$ cat src/rtl/stream_demux.sv
// rtl/stream_demux.sv - packet-level stream demultiplexer, one input routed to one of N outputs
module stream_demux #(
    parameter int N     = 3,
    parameter int W     = 8,
    parameter int CNT_W = 16,
    localparam int SEL_W = $clog2(N)
) (
    input  logic             aclk,
    input  logic             aresetn,
    input  logic [W-1:0]     s_tdata,
    input  logic             s_tvalid,
    output logic             s_tready,
    input  logic             s_tlast,
    input  logic [SEL_W-1:0] s_tdest,
    output logic [W-1:0]     m_tdata,
    output logic             m_tlast,
    output logic [N-1:0]     m_tvalid,
    input  logic [N-1:0]     m_tready,
    output logic [CNT_W-1:0] drop_count,
    output logic             busy
);

    typedef enum logic [1:0] {
        IDLE  = 2'd0,
        ROUTE = 2'd1,
        DROP  = 2'd2
    } state_t;

    state_t             state;
    state_t             state_nxt;
    logic [SEL_W-1:0]   pkt_dest;
    logic [SEL_W-1:0]   out_dest;
    logic [SEL_W-1:0]   cur_dest;
    logic               out_valid;
    logic               drain;
    logic               accept;
    logic               dest_ok;
    logic               route_beat;
    logic               drop_done;

    assign dest_ok = (32'(s_tdest) < N);
    assign accept  = s_tvalid & s_tready;

    always_ff @(posedge aclk) begin
        if (!aresetn) begin
            state    <= IDLE;
            pkt_dest <= '0;
        end else begin
            state <= state_nxt;
            if (state == IDLE && accept && !s_tlast && dest_ok) begin
                pkt_dest <= s_tdest;
            end
        end
    end

    always_comb begin
        state_nxt = state;
        case (state)
            IDLE: begin
                if (accept && !s_tlast) begin
                    state_nxt = dest_ok ? ROUTE : DROP;
                end
            end
            ROUTE, DROP: begin
                if (accept && s_tlast) begin
                    state_nxt = IDLE;
                end
            end
            default: state_nxt = IDLE;
        endcase
    end

    // Only the ready bit of the channel currently holding the register matters.
    always_comb begin
        drain = 1'b0;
        for (int i = 0; i < N; i++) begin
            if (out_dest == SEL_W'(i)) begin
                drain = m_tready[i];
            end
        end
        drain = drain & out_valid;
    end

    always_comb begin
        s_tready   = 1'b0;
        route_beat = 1'b0;
        drop_done  = 1'b0;
        cur_dest   = pkt_dest;
        case (state)
            IDLE: begin
                s_tready   = ~out_valid | drain;
                cur_dest   = s_tdest;
                route_beat = accept & dest_ok;
                drop_done  = accept & s_tlast & ~dest_ok;
            end
            ROUTE: begin
                s_tready   = ~out_valid | drain;
                route_beat = accept;
            end
            DROP: begin
                s_tready  = 1'b1;
                drop_done = accept & s_tlast;
            end
            default: begin
                s_tready = 1'b0;
            end
        endcase
    end

    // Destination, data and last load together so a channel switch is atomic.
    always_ff @(posedge aclk) begin
        if (!aresetn) begin
            out_valid  <= 1'b0;
            out_dest   <= '0;
            m_tdata    <= '0;
            m_tlast    <= 1'b0;
            drop_count <= '0;
        end else begin
            if (route_beat) begin
                out_valid <= 1'b1;
                out_dest  <= cur_dest;
                m_tdata   <= s_tdata;
                m_tlast   <= s_tlast;
            end else if (drain) begin
                out_valid <= 1'b0;
            end
            if (drop_done && drop_count != {CNT_W{1'b1}}) begin
                drop_count <= drop_count + CNT_W'(1);
            end
        end
    end

    always_comb begin
        m_tvalid = '0;
        for (int i = 0; i < N; i++) begin
            m_tvalid[i] = out_valid & (out_dest == SEL_W'(i));
        end
    end

    assign busy = (state != IDLE) | out_valid;

endmodule

$ cat config.mk
export PLATFORM = sky130hd
export DESIGN_NAME = stream_demux
export DESIGN_NICKNAME = d
export VERILOG_FILES = /design/src/rtl/stream_demux.sv
export SDC_FILE = /design/constraint.sdc
export NUM_CORES = 1
export LEC_CHECK = 0
export ABC_AREA = 1
export CELL_PAD_IN_SITES_DETAIL_PLACEMENT = 0
export CELL_PAD_IN_SITES_GLOBAL_PLACEMENT = 2
export CORE_ASPECT_RATIO = 0.6
export CORE_MARGIN = 2
export CORE_UTILIZATION = 27
export CTS_CLUSTER_SIZE = 16
export DETAILED_ROUTE_END_ITERATION = 8
export PLACE_DENSITY = 0.84
export SLEW_MARGIN = 20
export SYNTH_ARGS = -nofsm -noshare
export SYNTH_HDL_FRONTEND = slang
export SYNTH_SLANG_ARGS = --single-unit
$ cat constraint.sdc
create_clock -name aclk -period 2.1 [get_ports aclk]
set_clock_uncertainty 0.2 [all_clocks]
set_input_delay 0.42 -clock aclk [delete_from_list [all_inputs] [get_ports aclk]]
set_output_delay 0.42 -clock aclk [all_outputs]
set_load 0.01 [all_outputs]
==> results.py <==
metrics = {
    "logic_synthesis": {
        "syn_inst": 244,
        "ys_ff_latch": 32,
        "synth_cell_type_count": 31,
        "syn_area_mm2": 0.001822,
        "avgSynthCellArea_um2": 7.466,
        "yosysWarningCount": 0,
        "synth_top_area_share_pct": 35.16,
        "yosys-top-cells-area": "dfxtp_1 (35%), nand2_1 (9.5%), nand3_1 (7.4%), nor2_1 (7.4%), a21oi_2 (4.3%)",
        "synth_top_area_cell": "dfxtp_1",
        "synth_fp_nets": 265,
        "ys_seq_area_share_pct": 35.16,
    },
    "critical_path": {
        "cp-start-kind": "primary input",
        "critPathSlowestCell": "clkdlybuf4s50_1",
        "path_cells": "clkdlybuf4s50_1 > nand3_2 > nand2_2 > nor2_4 > a21boi_1 > buf_2",
        "crit_fanout": 2,
        "path_class": "in2out",
        "cpPeakStageDelay_ps": 470,
        "worstPathRequired_ps": 1480,
        "arrival_ps": 1370,
        "cp-end-kind": "primary output",
    },
    "sta": {
        "rsz0062_at_grt": "no",
        "slew_headroom_pct": 80.62,
        "worstMarginPinSlew_ps": 290.3,
        "final-setup-viol-count": 0,
        "min_period_ps": 1990,
        "fin_crit_sh_pct": 94.78,
        "fmax_mhz": 502.4,
        "maxSlewViolCount": 0,
        "hold_viol": 0,
    },
    "drt": {
        "via_count": 1765,
        "viasPerCell": 4.413,
        "drc": 0,
        "drt_wl_total_mm": 4.971,
        "firstDrtPassIters": 4,
        "wl_per_cell_um": 12.43,
        "drt_first_iter_violations": 126,
        "ant_nets": 0,
    },
    "floorplan": {
        "start_util_pct": 27.64,
        "rows": 23,
        "die-area_mm2": 0.007442,
        "coreArea_mm2": 0.006590,
        "io_pins": 47,
        "die_w_um": 110.0,
        "die_y_um": 67.63,
    },
    "pwr": {
        "p_comb_share_pct": 19.4,
        "ir_drop_mv": 0.2627,
        "power_frac_clock_pct": 40.0,
        "power_leakage_uw": 0.001060,
        "swShare_pct": 26.45,
        "switching_power_uw": 436.8,
        "pwr-share-seq_pct": 40.6,
        "cellPowerDensity_mw_per_mm2": 627.2,
        "internal_power_uw": 1214,
    },
    "clock_tree": {
        "cts_tree": "built",
        "clk_pin_slew_worst_paths_ps": 70,
        "htree_num_levels": 2,
        "cts_inserted_buffers": 5,
        "clkSinkCount": 32,
        "root_buffer": "clkbuf_8",
        "clk_path_buf_depth": 2,
        "cts_setup_buffers": 0,
        "hold_buffers": 0,
        "worstSkewPairLatency_ps": 280,
    },
    "place": {
        "dpl.cell_count": 392,
        "placed_area_mm2": 0.002505,
        "dp_hpwl_mm": 3.797,
        "place.gp.congestion": 0.7838,
        "io_buffers": 46,
    },
    "final_layout": {
        "nFillCells": 695,
        "final_cell_mix": "nand2_1 (46), clkdlybuf4s50_1 (41), nor2_1 (35)",
        "final_common_cell": "nand2_1",
        "multi_input_area_mm2": 0.001060,
        "fin_area_mm2": 0.002633,
        "area_growth_pct": 44.51,
        "finalNetCount": 333,
        "seq_area_um2": 643.1,
        "drive_above_1_share_pct": 20.45,
        "finalNonFillerCells": 400,
        "utilization_pct": 39.95,
        "diodes": 0,
    },
    "global_routing": {
        "track_usage_pct": 14.43,
        "grt_max_degree": 19,
        "grt_pass1_vias": 1630,
        "antenna_found_initial": 0,
        "grt-ovfl-total": 0,
        "grt_pass1_wl_mm": 8.162,
    },
    "job": {
        "max-cap-violations": 0,
    },
    "run_status": {
        "status": "complete, no violations",
    },
    "min_path": {
        "holdCritPathClass": "reg2reg",
    },
}
-- registers in the layout, indices dropped and copies added, names as in the netlist --
register,count
out_dest,2
drop_count,16
state,2
m_tdata,8
out_valid,1
m_tlast,1
pkt_dest,2
-- final timing paths --
| kind | depth (start not counted) | startpoint | to | slack (ps) |
|---|---|---|---|---|
| worst max-delay path | 6 | m_tready[2] | s_tready | 110 |
| worst min-delay path | 2 | state[0] | state[0] | 290 |
| worst max register to register | 10 | state[1] | drop_count[13] | 180 |
| worst min register to register | 2 | state[0] | state[0] | 290 |
-- cell usage after synthesis --
cell,count
buf_2,2
nand2_2,3
nand3_1,27
nor2_4,3
buf_8,1
xor2_1,7
buf_6,1
nor3_2,1
nand4_4,2
clkbuf_1,2
a21boi_0,1
xnor2_1,5
ha_1,4
o21ai_0,11
nor2_2,3
nand2_1,46
nor2_1,36
o21a_1,1
nand4_1,2
nand3_2,2
a21oi_2,9
inv_1,18
nand3_4,2
inv_2,3
o21ai_1,1
nor2_8,1
nor3_1,5
clkinv_1,1
a21oi_1,11
nand2_4,1
dfxtp_1,32
-- cells by family after synthesis --
group	Yosys count	synth area share, %
AOI/OAI and AO/OA	34	11.47
and+or+nand+nor	134	37.91
DFF	32	35.16
xor gates and xnor gates	12	5.769
adders and majority gates	4	2.747
buffers and inverters	28	6.936
-- routing by layer --
layer  global-route usage (%)  vias to the layer above  share of wire (%)
li1                         -                      931                  -
met1                    23.15                      796                 58
met2                    18.71                       33                 36
met3                    3.378                        5                4.6
met4                    2.848                        0               0.84
met5                        0                        -                  0
-- power groups by stage --
| stage | clock, uW | combinational (uW) | sequential (uW) |
|---|---|---|---|
| 2_1_floorplan | 0 | 162 | 689 |
| 3_3_place_gp | 0 | 326 | 685 |
| 3_5_place_dp | 0 | 327 | 683 |
| 4_1_cts | 686 | 323 | 671 |
| 5_1_grt | 712 | 356 | 676 |
| 6_report | 660 | 320 | 671 |
-- through the flow --
stage | setup WS, ps | TNS (ps) | total power (uW) | hold slack [ps]
2_1_floorplan | 267.3 | 0 | 851.4 | 268.6
3_3_place_gp | -381.7 | -3802 | 1011 | 288.0
3_5_place_dp | -394.9 | -4099 | 1010 | 299.4
4_1_cts | 33.13 | 0 | 1680 | 296.8
5_1_grt | 5.814 | 0 | 1745 | 334.3
6_report | 109.6 | 0 | 1651 | 292.9
-- what timing repair did --
action                     CTS  global route
setup endpoints to repair    4             2
pin swaps                    0             0
gates resized for setup     11             2
-- critical path, delay by kind of cell --
| family | cells | cell delay [ps] |
|---|---|---|
| compound gates | 1 | 130 |
| buf+inv | 2 | 620 |
| simple gates | 3 | 190 |
-- cell type report --
| type | count | area share [%] |
|---|---|---|
| multi-input combinational | 184 | 40.26 |
| sequential | 32 | 24.43 |
| timing repair buffer | 67 | 23.24 |
| tap | 87 | 4.135 |
| clock buffer | 7 | 3.660 |
| inverter | 22 | 3.137 |
| clock inverter | 1 | 1.141 |
Note: power is estimated with default switching activity, not from simulation.
